### config.mk
export PLATFORM = sky130hd
export DESIGN_NAME = fifo_serial_tx_flat
export DESIGN_NICKNAME = d
export VERILOG_FILES = /design/src/rtl/fifo_serial_tx_pkg.sv /design/src/rtl/fifo_serial_tx_if.sv /design/src/rtl/fifo_serial_tx_baud_tick_gen.sv /design/src/rtl/fifo_serial_tx.sv /design/src/flat_wrapper.sv
export SDC_FILE = /design/constraint.sdc
export NUM_CORES = 1
export LEC_CHECK = 0
export BUFFER_PORTS_ARGS = -buffer_cell sky130_fd_sc_hd__buf_2
export CAP_MARGIN = 0
export CORE_UTILIZATION = 46
export CTS_CLUSTER_SIZE = 10
export DETAILED_ROUTE_END_ITERATION = 8
export PLACE_DENSITY = 0.62
export SLEW_MARGIN = 25
export SYNTH_ARGS = -nofsm -noshare
export SYNTH_HDL_FRONTEND = slang
export SYNTH_SLANG_ARGS = --single-unit
### constraint.sdc
create_clock -name clk -period 3.7 [get_ports clk]
set_clock_uncertainty 0.1 [all_clocks]
set_input_delay 0.37 -clock clk [delete_from_list [all_inputs] [get_ports clk]]
set_output_delay 0.37 -clock clk [all_outputs]
set_load 0.02 [all_outputs]
### src/rtl/fifo_serial_tx_pkg.sv
// Shared definitions for fifo_serial_tx: FSM state encoding and counter width helper.
package fifo_serial_tx_pkg;

   localparam int unsigned STATE_W = 3;

   typedef enum logic [STATE_W-1:0] {
      ST_IDLE   = 3'd0,
      ST_FETCH  = 3'd1,
      ST_LOAD   = 3'd2,
      ST_START  = 3'd3,
      ST_DATA   = 3'd4,
      ST_PARITY = 3'd5,
      ST_STOP   = 3'd6
   } state_t;

   // Bits needed to count 0..n-1, never less than one.
   function automatic int unsigned cnt_width(input int unsigned n);
      int unsigned w;
      w = 1;
      while ((32'd1 << w) < n) w++;
      return w;
   endfunction

endpackage

### src/rtl/fifo_serial_tx_if.sv
// FIFO read port as seen by its consumer (master) and by the FIFO (slave).
interface fifo_serial_tx_if #(
   parameter int unsigned DATA_W = 8
);
   logic              fifo_empty;
   logic              fifo_rd_en;
   logic [DATA_W-1:0] fifo_dout;

   modport master (input fifo_empty, input fifo_dout, output fifo_rd_en);
   modport slave  (output fifo_empty, output fifo_dout, input fifo_rd_en);
endinterface

### src/rtl/fifo_serial_tx_baud_tick_gen.sv
// Bit-period counter: counts 0..CLKS_PER_BIT-1, synchronous clear, registered end-of-bit pulse.
module baud_tick_gen
   import fifo_serial_tx_pkg::*;
#(
   parameter int unsigned CLKS_PER_BIT = 16
) (
   input  logic clk,
   input  logic rst,
   input  logic clear,
   output logic bit_end,
   output logic last_next_c
);

   localparam int unsigned       CNT_W   = cnt_width(CLKS_PER_BIT);
   localparam logic [CNT_W-1:0]  CNT_PEN = CNT_W'(CLKS_PER_BIT - 2);

   logic [CNT_W-1:0] cnt_q;

   // High when the coming cycle is the last one of the current bit period.
   assign last_next_c = !clear && !bit_end && (cnt_q == CNT_PEN);

   // Counter and end-of-bit flag; a wrap or clear both restart at zero.
   always_ff @(posedge clk or negedge rst) begin
      if (!rst) begin
         cnt_q   <= '0;
         bit_end <= 1'b0;
      end else begin
         bit_end <= last_next_c;
         if (clear || bit_end) cnt_q <= '0;
         else                  cnt_q <= cnt_q + CNT_W'(1);
      end
   end

endmodule

### src/rtl/fifo_serial_tx.sv
// FIFO-draining serial transmitter: start bit, DATA_W bits LSB first, optional even parity, stop bit(s).
// Build option: define FIFO_SERIAL_TX_PARITY_EN to add a parity bit between data and stop.
module fifo_serial_tx
   import fifo_serial_tx_pkg::*;
#(
   parameter int unsigned DATA_W       = 8,
   parameter int unsigned CLKS_PER_BIT = 16,
   parameter int unsigned STOP_BITS    = 1
) (
   input  logic                clk,
   input  logic                rst,
   input  logic                enable,
   fifo_serial_tx_if.master    fifo,
   output logic                tx,
   output logic                busy,
   output logic                byte_done
);

   localparam int unsigned       BIT_W     = cnt_width(DATA_W);
   localparam int unsigned       STOP_W    = cnt_width(STOP_BITS);
   localparam logic [BIT_W-1:0]  BIT_LAST  = BIT_W'(DATA_W - 1);
   localparam logic [STOP_W-1:0] STOP_LAST = STOP_W'(STOP_BITS - 1);

   state_t              state_q, state_d;
   logic [DATA_W-1:0]   shift_q, shift_d;
   logic [BIT_W-1:0]    bit_q, bit_d;
   logic [STOP_W-1:0]   stop_q, stop_d;
   logic                tx_d, busy_d, rd_en_d, done_d;
   logic                clear_c, bit_end, last_next_c;
`ifdef FIFO_SERIAL_TX_PARITY_EN
   logic                par_q, par_d;
`endif

   baud_tick_gen #(.CLKS_PER_BIT(CLKS_PER_BIT)) u_baud (
      .clk         (clk),
      .rst         (rst),
      .clear       (clear_c),
      .bit_end     (bit_end),
      .last_next_c (last_next_c)
   );

   // Next state, datapath updates and next values of the registered outputs.
   always_comb begin
      state_d = state_q;
      shift_d = shift_q;
      bit_d   = bit_q;
      stop_d  = stop_q;
`ifdef FIFO_SERIAL_TX_PARITY_EN
      par_d   = par_q;
`endif
      case (state_q)
         ST_IDLE:  if (enable && !fifo.fifo_empty) state_d = ST_FETCH;
         ST_FETCH: state_d = ST_LOAD;
         ST_LOAD: begin
            shift_d = fifo.fifo_dout;
`ifdef FIFO_SERIAL_TX_PARITY_EN
            par_d   = ^fifo.fifo_dout;
`endif
            state_d = ST_START;
         end
         ST_START: if (bit_end) begin
            state_d = ST_DATA;
            bit_d   = '0;
         end
         ST_DATA: if (bit_end) begin
            if (bit_q == BIT_LAST) begin
`ifdef FIFO_SERIAL_TX_PARITY_EN
               state_d = ST_PARITY;
`else
               state_d = ST_STOP;
               stop_d  = '0;
`endif
            end else begin
               bit_d   = bit_q + BIT_W'(1);
               shift_d = shift_q >> 1;
            end
         end
`ifdef FIFO_SERIAL_TX_PARITY_EN
         ST_PARITY: if (bit_end) begin
            state_d = ST_STOP;
            stop_d  = '0;
         end
`endif
         ST_STOP: if (bit_end) begin
            if (stop_q == STOP_LAST) state_d = ST_IDLE;
            else                     stop_d  = stop_q + STOP_W'(1);
         end
         default: state_d = ST_IDLE;
      endcase

      // Every state entry restarts the bit-period counter.
      clear_c = (state_d != state_q);

      rd_en_d = (state_d == ST_FETCH);
      busy_d  = (state_d != ST_IDLE);
      done_d  = (state_d == ST_STOP) && (stop_d == STOP_LAST) && last_next_c;

      case (state_d)
         ST_START:  tx_d = 1'b0;
         ST_DATA:   tx_d = shift_d[0];
`ifdef FIFO_SERIAL_TX_PARITY_EN
         ST_PARITY: tx_d = par_q;
`endif
         default:   tx_d = 1'b1;
      endcase
   end

   // State, datapath and output registers.
   always_ff @(posedge clk or negedge rst) begin
      if (!rst) begin
         state_q         <= ST_IDLE;
         shift_q         <= '0;
         bit_q           <= '0;
         stop_q          <= '0;
         tx              <= 1'b1;
         busy            <= 1'b0;
         byte_done       <= 1'b0;
         fifo.fifo_rd_en <= 1'b0;
`ifdef FIFO_SERIAL_TX_PARITY_EN
         par_q           <= 1'b0;
`endif
      end else begin
         state_q         <= state_d;
         shift_q         <= shift_d;
         bit_q           <= bit_d;
         stop_q          <= stop_d;
         tx              <= tx_d;
         busy            <= busy_d;
         byte_done       <= done_d;
         fifo.fifo_rd_en <= rd_en_d;
`ifdef FIFO_SERIAL_TX_PARITY_EN
         par_q           <= par_d;
`endif
      end
   end

endmodule

### src/flat_wrapper.sv
// flat-port wrapper written by rule: the top's interface ports become plain ports
module fifo_serial_tx_flat import fifo_serial_tx_pkg::*;
#(
   parameter int unsigned DATA_W       = 8,
   parameter int unsigned CLKS_PER_BIT = 16,
   parameter int unsigned STOP_BITS    = 1
)
  (clk, rst, enable, tx, busy, byte_done, fifo_fifo_empty, fifo_fifo_dout, fifo_fifo_rd_en);
  fifo_serial_tx_if #(.DATA_W(DATA_W)) fifo_i ();
  input  logic clk;
  input  logic rst;
  input  logic enable;
  output logic tx;
  output logic busy;
  output logic byte_done;
  input wire logic [$bits(fifo_i.fifo_empty)-1:0] fifo_fifo_empty;
  input wire logic [$bits(fifo_i.fifo_dout)-1:0] fifo_fifo_dout;
  output wire logic [$bits(fifo_i.fifo_rd_en)-1:0] fifo_fifo_rd_en;
  assign fifo_i.fifo_empty = fifo_fifo_empty;
  assign fifo_i.fifo_dout = fifo_fifo_dout;
  assign fifo_fifo_rd_en = fifo_i.fifo_rd_en;
  fifo_serial_tx #(.DATA_W(DATA_W), .CLKS_PER_BIT(CLKS_PER_BIT), .STOP_BITS(STOP_BITS)) u_core (.clk(clk), .rst(rst), .enable(enable), .fifo(fifo_i), .tx(tx), .busy(busy), .byte_done(byte_done));
endmodule
; ---- Yosys cells after proc, flatten, opt, wreduce, memory -nomap -nowiden
; Cells that the tools add are included.
[word_totals]
elab_cells = 66
reg_bits = 24
input_bits = 12
[op_classes]
n_reduce_logical = 15
n_eq_ne = 15
addsub = 3
mux = 21
bitwise_logic = 1
[ops]
columns = cell, n
row1 = $mux 3, 9
row2 = $pmux 3 s6, 1
row3 = $mux 8, 2
row4 = $pmux 8 s2, 1
row5 = $eq 3x3->1 const B, 5
row6 = $eq 3x2->1 const B, 3
row7 = $eq 3x1->1 const B, 2
row8 = $ne 2x2->1 const B, 3
row9 = $pmux 3 s2, 1
row10 = $logic_and 1x1->1, 5
row11 = $add 4x1->4 const B, 1
row12 = $eq 4x4->1 const B, 1
row13 = $mux 1, 4
row14 = $mux 4, 1
row15 = $pmux 1 s2, 2
row16 = $reduce_and 4->1, 1
row17 = $reduce_bool 2->1, 2
row18 = $add 3x1->3 const B, 1
row19 = $logic_not 1->1, 3
row20 = $logic_not 3->1, 1
row21 = $ne 3x3->1, 1
row22 = $reduce_and 3->1, 1
row23 = $reduce_bool 3->1, 1
row24 = $add 1x1->1 const B, 1
row25 = 2 further kinds, 2

; ---- Longest topological paths before layout
; Gate-level depths: netlist of run 1.
[depth]
ltp_word = 9
mapped_depth = 6

; ---- Cells and area by module
; From an unflattened synthesis of run 1, not the netlist that was laid out.
[hier_totals]
hier_cells = 113
area_unflattened_um2 = 1227.4
[modules_own_cells]
columns = mod, area_per_inst_um2, cells_per_inst, seq_area_each_um2, instances
row1 = fifo_serial_tx, 1007.2, 95, 476.7, 1
row2 = baud_tick_gen, 220.2, 18, 125.1, 1

; ---- Least setup slack after synthesis of run 1
; OpenSTA, ideal clock, no wires.
[synth_timing]
path_type = flip-flop to flip-flop
start = register u_core.bit_q[0]
end = register u_core.tx
path_slack_ns = 1.776
path_stages_with_launch = 7
n_path_buf = 0
t_arrival_ns = 1.745
required_ns = 3.521
synth_period_minus_slack_ns = 1.924
path_cell_list = dfrtp_1 ha_1 ha_1 and4bb_1 o21bai_2 a221o_1 a22o_1
[synth_via]
word_cells_on_any_way = 10
cone_classes = eq/ne: 3 / mux: 7
[synth_lines]
columns = item, line
row1 = "start, declared", fifo_serial_tx.sv:26  ; logic [BIT_W-1:0] bit_q, bit_d;
row2 = "start signal, assigned", fifo_serial_tx.sv:125  ; bit_q <= bit_d;
row3 = $eq 3x3->1, fifo_serial_tx.sv:66  ; if (bit_q == BIT_LAST) begin
row4 = $mux 8, fifo_serial_tx.sv:66
row5 = $mux 8, fifo_serial_tx.sv:65  ; ST_DATA: if (bit_end) begin
row6 = $pmux 8 s2, fifo_serial_tx.sv:51  ; case (state_q)
row7 = named net u_core.shift_d[0], fifo_serial_tx.sv:25  ; logic [DATA_W-1:0] shift_q, shift_d;
row8 = $pmux 1 s2, fifo_serial_tx.sv:98  ; case (state_d)
row9 = named net u_core.tx_d, fifo_serial_tx.sv:28  ; logic tx_d, busy_d, rd_en_d, done_d;
row10 = "end signal, assigned", fifo_serial_tx.sv:127  ; tx <= tx_d;
row11 = "end, declared", fifo_serial_tx.sv:14  ; output logic tx,
; The timed path passes the listed nets, and every way through them passes these cells. The select of a mux whose other input is x is not followed.
; A chain may end at the register's enable or synchronous reset.

; ---- Worst setup path in the final report of run 1
; Ends and elaborated chain as after synthesis.

==> results of run 1 <==
[power groups by stage]
stage / Clock, mW / Sequential, mW / Combinational (mW)
floorplan: 0 / 0.274 / 0.00579
global placement: 0 / 0.274 / 0.0180
detailed placement: 0 / 0.274 / 0.0185
CTS: 0.143 / 0.269 / 0.0194
global route: 0.158 / 0.270 / 0.0219
finish: 0.137 / 0.269 / 0.0188
[layout make-up]
| class | instances | area (um^2) |
|---|---|---|
| Timing Repair Buffer | 16 | 85.08 |
| Sequential cell | 24 | 601.8 |
| Multi-Input combinational cell | 68 | 506.7 |
| Fill cell | 194 | 1002 |
| Tap cell | 28 | 35.03 |
| Clock buffer | 4 | 36.28 |
| Inverter | 8 | 30.03 |
[worst reg2reg max path: cells and delay by family (launching register included)]
kind	cells	cell delay [ns]
AND/OR/NAND/NOR	1	0.31
adder cells (fa/ha/maj)	2	0.46
AO/OA/AOI/OAI	3	0.72
flip-flops	1	0.41
[timing repair]
| item | in CTS | in global routing |
|---|---|---|
| gates resized for setup | 0 | 0 |
| hold buffers | 1 | 0 |
| buffers inserted | 0 | 0 |
| endpoints found under the hold margin | 23 | 0 |
[registers in the layout, summed over array words and instances, names as in the netlist]
signal                  cells
u_core.fifo.fifo_rd_en      1
u_core.tx                   1
u_core.stop_q               1
u_core.shift_q              8
u_core.busy                 1
u_core.byte_done            1
u_core.u_baud.bit_end       1
u_core.u_baud.cnt_q         4
u_core.state_q              3
u_core.bit_q                3
[kinds of logic (layout without fill, tap and decap cells)]
group           after synthesis  after routing  synth area share
compound gates               25             25            0.1745
xor+xnor                      3              3           0.02249
fa+ha+maj                     4              4           0.04283
buf+inv                      13             28           0.05139
flops                        24             24            0.5150
mux                           1              1          0.009635
simple gates                 35             35            0.1842
[Yosys cell counts, drive strengths merged]
library cell   n  area [um^2]
dfrtp         23        575.6
nor2           9        33.78
inv            8        30.03
a222oi         6        60.06
nand2          6        22.52
o21ai          5        25.02
a21oi          4        20.02
buf            4        22.52
ha             4        50.05
nand2b         3        18.77
nand3          3        15.01
a22o           2        17.52
and2           2        12.51
and3b          2        17.52
nor4b          2        23.77
o21bai         2        18.77
xnor2          2        17.52
a221o          1        10.01
and2b          1        10.01
and4bb         1        12.51
clkbuf         1        7.510
dfstp          1        26.28
mux2           1        11.26
nand3b         1        7.510
nor2b          1        6.260
nor3           1        10.01
nor3b          1        12.51
nor4           1        6.260
o21a           1        7.510
o22ai          1        6.260
o311a          1        10.01
o31ai          1        12.51
o41ai          1        16.27
or3            1        6.260
xor2           1        8.760
[cell usage in the layout (no fill, tap or decap), types with 2 or more instances in the layout]
master / instances
and3b_1: 2
ha_1: 4
nand3_1: 3
a21oi_1: 4
nand2b_1: 3
dfrtp_1: 23
xnor2_1: 2
nand2_1: 6
a222oi_1: 6
a22o_1: 2
o21ai_0: 2
o21ai_1: 3
and2_1: 2
buf_2: 15
inv_1: 8
nor2_1: 9
clkbuf_4: 3
[worst paths after layout]
kind | startpoint | end | slack [ns] | cells past startpoint
max in group asynchronous | rst | u_core.tx | 2.69 | 2
min | fifo_fifo_dout[7] | u_core.shift_q[7] | 0.16 | 3
max reg2reg | u_core.bit_q[0] | u_core.tx | 1.65 | 6
min reg2reg | u_core.u_baud.cnt_q[0] | u_core.u_baud.cnt_q[0] | 0.39 | 1
min in group asynchronous | rst | u_core.state_q[1] | 0.45 | 2
max | u_core.bit_q[0] | u_core.tx | 1.65 | 6
[metrics by stage]
stage	cell area [um^2]	utilization
finish	1295	0.5637
global route	1295	0.5637
CTS	1295	0.5637
detailed placement	1249	0.5436
global placement	1249	0.5436
floorplan	1169	-
[metal layers]
| metal | share of wire | vias up |
|---|---|---|
| li1 | - | 411 |
| met2 | 0.44 | 18 |
| met3 | 0.053 | 2 |
| met4 | 0.0068 | 0 |
| met5 | 0 | - |
| met1 | 0.50 | 393 |
==> results.ini, run 1 <==
[yosys]
ys_types=39
yosysWarnings=0
ys_seq_area_frac=0.5150
ys_ff_latch=24
netlist_area_um2=1169
synth_cells=105
synthesis.nets=121
syn_avg_cell_area_um2=11.13

[grt]
grt.met3_usage=0.06087
gr-usage-met2=0.2658
grt_start_max_net_pins=25
grt.busiest_layer=met2
grt_pass1_wl_mm=3.560
grt_usage=0.1810
met1_usage=0.2514
grt_remaining_overflow=0
grt_pass1_vias=797
antenna_found_initial=0

[route]
drtIter0Drc=58
wirelength_mm=2.044
first_pass_iters=5
post_drt_wl_per_cell_um=13.81
drc=0
via_count=824
viasPerCell=5.568
postRouteAntennaNets=0

[timing]
layout_min_cycle_time_ns=2.053
slew_headroom=0.5799
hold_viol=0
worstMarginPinSlew_ns=0.6267
rsz0062_at_grt=false
slew_viol_final=0
fmax_mhz=487.1
fin_ws_ns=1.647
tns_ns=0
setup_viol=0
fin_crit_sh=0.5548
holdWs_ns=0.1606

[setup_path]
cp_num_buf_inv=0
worst_setup_path_start_kind=register
worstPathRequired_ns=3.86
critPathSlowestCell=dfrtp_1
path_class=reg2reg
path_max_fanout=7
cp-end-kind=register
cp.arrival_ns=2.21
crit_family=compound AO/OA/AOI/OAI gates
critPathMaxStageDelay_ns=0.41
crit_chain=ha_1, ha_1, and4bb_1, o21bai_2, a221o_1, a22o_1
crit_top_cell=ha_1

[placement]
port_buffers=15
gp_congestion=0.7129
placedCellCount=143
dp_hpwl_mm=1.414
dp_slack_ns=1.669

[run_status]
status=complete, no violations

[pwr]
pwr-share-seq=0.634
peakVddDrop_mv=0.2233
leakagePower_nw=0.5953
p_int_mw=0.3362
pwr-share-clk=0.322
power_mw=0.4249
p_sw_mw=0.08876
power_frac_comb=0.044
power_density_nw_per_um2=328.1
sw_frac_of_total=0.2089

[layout]
nets=137
area_growth_pct=10.81
diodes=0
instances_no_fill=148
drive_gt1_frac=0.2333

[cts]
cts_root_buf=clkbuf_4
worstSkewPairLatency_ns=0.31
clock_sinks=24
cts_made_buffers=3
htree_num_levels=1
cts_tree=built
path_clk_slew_ns=0.13
clockBufferDepth=2

[floorplan]
initial_utilization=0.5087
rows=17
design.die.area_um2=2746
fp.coreArea_um2=2297
io_pins=16
fp.dieW_um=52.41
die_h_um=52.41

[run]
max_cap_violations=0

[min_path]
hp-class=in2reg

(Power assumes the default switching activity.)
==> inputs of run 2 (changes only) <==
Settings changed: PLACE_DENSITY 0.62 to 0.65.
Clock period 3.7 ns to 1.8 ns, I/O delays scaled along.
==> results.ini, run 2 (synthesized netlist as in run 1, its figures left out) <==
[timing]
slew_viol_final=0  ; unchanged
layout_min_cycle_time_ns=1.877  ; -0.1761 ns
fin_ws_ns=-0.07683  ; -1.724 ns
setup_viol=3  ; +3
rsz0062_at_grt=true
hold_viol=0  ; unchanged
fmax_mhz=532.8  ; +9.4%
slew_headroom=0.6476  ; +0.06771
fin_crit_sh=1.043  ; +0.4878
worstMarginPinSlew_ns=0.5286  ; -0.09815 ns

[min_path]
min_from=fifo_fifo_empty
hp-class=in2reg

[cts]
clockBufferDepth=2  ; unchanged
path_clk_slew_ns=0.14  ; about the same
htree_num_levels=1  ; unchanged
cts_made_buffers=3  ; unchanged
cts_tree=built
cts_root_buf=clkbuf_4
worstSkewPairLatency_ns=0.32  ; about the same
clock_sinks=24  ; unchanged

[layout]
final_common_cell=dfrtp_1
mostFrequentLayoutCells=dfrtp_1, buf_2, buf_4, nor2_1
multiInputGateArea_um2=529.3  ; +4.4%
final_area_um2=1494  ; +15%
nets=156  ; +14%
instances_no_fill=167  ; +13%
largest_reg_flops=8  ; unchanged
drive_gt1_frac=0.3022  ; +0.06882
reg_top3=u_core.shift_q (8), u_core.u_baud.cnt_q (4)
diodes=0  ; unchanged
top_register=u_core.shift_q
post-route-util=0.6503  ; +0.08660
fillers=195  ; +0.52%
area_growth_pct=27.84
seqCellArea_um2=601.8  ; unchanged

[run_status]
violations=negative setup slack
status=finished with violations

[route]
post_drt_wl_per_cell_um=14.66  ; +6.1%
wirelength_mm=2.448  ; +20%
drc=0  ; unchanged
drtIter0Drc=29  ; -50%
viasPerCell=5.425  ; -2.6%
postRouteAntennaNets=0  ; unchanged
via_count=906  ; +10%
first_pass_iters=5  ; unchanged

[placement]
dp_slack_ns=-0.05791  ; -1.726 ns
dp_hpwl_mm=1.685  ; +19%
port_buffers=15  ; unchanged
placedCellCount=154  ; +7.7%
gp_congestion=0.7372  ; +3.4%
placed_area_um2=1346  ; +7.8%

[run]
max_cap_violations=0  ; unchanged

[pwr]
pwr-share-clk=0.397  ; +0.075
peakVddDrop_mv=0.6042  ; +170%
p_sw_mw=0.2017  ; +130%
pwr-share-seq=0.552  ; -0.082
sw_frac_of_total=0.2008  ; -0.008065
p_int_mw=0.8026  ; +140%
power_density_nw_per_um2=672.2  ; +100%
leakagePower_nw=0.6871  ; +15%
power_frac_comb=0.051  ; +0.007

[floorplan]
io_pins=16  ; unchanged
rows=17  ; unchanged
design.die.area_um2=2746  ; unchanged
die_h_um=52.41  ; unchanged
fp.dieW_um=52.41  ; unchanged
fp.coreArea_um2=2297  ; unchanged
initial_utilization=0.5087  ; unchanged

[setup_path]
cp.arrival_ns=2.04  ; -0.17 ns
critPathSlowestCell=dfrtp_1
cp-startpoint=u_core.bit_q[1]
crit_chain=ha_2, ha_4, and4bb_1, o21bai_4, a221o_1, a22o_1
critPathMaxStageDelay_ns=0.41  ; about the same
crit_family=compound AO/OA/AOI/OAI gates
cp-end-kind=register
cp_num_buf_inv=0  ; unchanged
path_class=reg2reg
rr_startpoint=u_core.bit_q[1]
worst_setup_path_start_kind=register
worstPathRequired_ns=1.97  ; -1.89 ns
path_max_fanout=6  ; -1

[grt]
grt_pass1_wl_mm=4.146  ; +16%
antenna_found_initial=0  ; unchanged
grt_usage=0.2147  ; +0.03370
grt_remaining_overflow=0  ; unchanged
grt_pass1_vias=908  ; +14%
grt_start_max_net_pins=25  ; unchanged

## run 2: cell types whose count changed in the layout (fill, tap and decap cells not counted), sizes merged
cell	previous run	this run
buf	15	27
bufinv	0	1
clkbuf	4	3
dlygate4sd3	1	8
## run 2: per-layer routing
metal	up-vias	routed length [um]	track usage
met1	434	1129	0.2637
met5	-	0	0
met4	0	49	0.1096
li1	447	-	-
met2	21	1181	0.3544
met3	4	88	0.04058
## run 2: metrics by stage
step           hold slack [ns]  total power [mW]  setup TNS (ns)
2_1_floorplan          -0.2156            0.5759               0
3_3_place_gp           0.09007            0.6006        -0.01218
3_5_place_dp           0.09414            0.6030         -0.1091
4_1_cts                0.03445             1.016         -0.1549
5_1_grt                0.05339             1.042         -0.8314
6_report               0.04172             1.004         -0.1280
## run 2: final timing paths
check                      cells after the start                endpoint  slack, ns
min reg2reg                                    1  u_core.u_baud.cnt_q[0]       0.39
max in group asynchronous                      2               u_core.tx       0.99
min in group asynchronous                      2       u_core.shift_q[2]       0.25
max                                            6               u_core.tx      -0.08
min                                            3  u_core.fifo.fifo_rd_en       0.04
max reg2reg                                    6               u_core.tx      -0.08
## run 2: power by group through the flow
stage          sequential [mW]  combinational (mW)  clock (mW)
2_1_floorplan            0.564              0.0119           0
3_3_place_gp             0.564              0.0370           0
6_report                 0.554              0.0512       0.399
4_1_cts                  0.554              0.0519       0.411
5_1_grt                  0.555              0.0578       0.429
3_5_place_dp             0.564              0.0389           0
## run 2: layout make-up
cell class,count,area share
multi-input combinational,68,0.3543
sequential,24,0.4028
clock inverter,1,0.02010
inverter,8,0.02010
tap,28,0.02345
timing repair buffer,35,0.1642
clock buffer,3,0.01508
## run 2: what timing repair did
| item | 4_1_cts | 5_1_grt |
|---|---|---|
| hold buffers | 8 | 0 |
| setup buffers | 1 | 0 |
| endpoints found under the setup margin | 4 | 10 |
| endpoints found under the hold margin | 30 | 0 |
| pin swaps | 4 | 2 |
| gates resized for setup | 1 | 0 |
## run 2: worst register-to-register path, cell delays in order (launching register included)
cell      delay (ns)
dfrtp_1         0.41
ha_2            0.20
ha_4            0.15
and4bb_1        0.29
o21bai_4        0.11
a221o_1         0.34
a22o_1          0.22
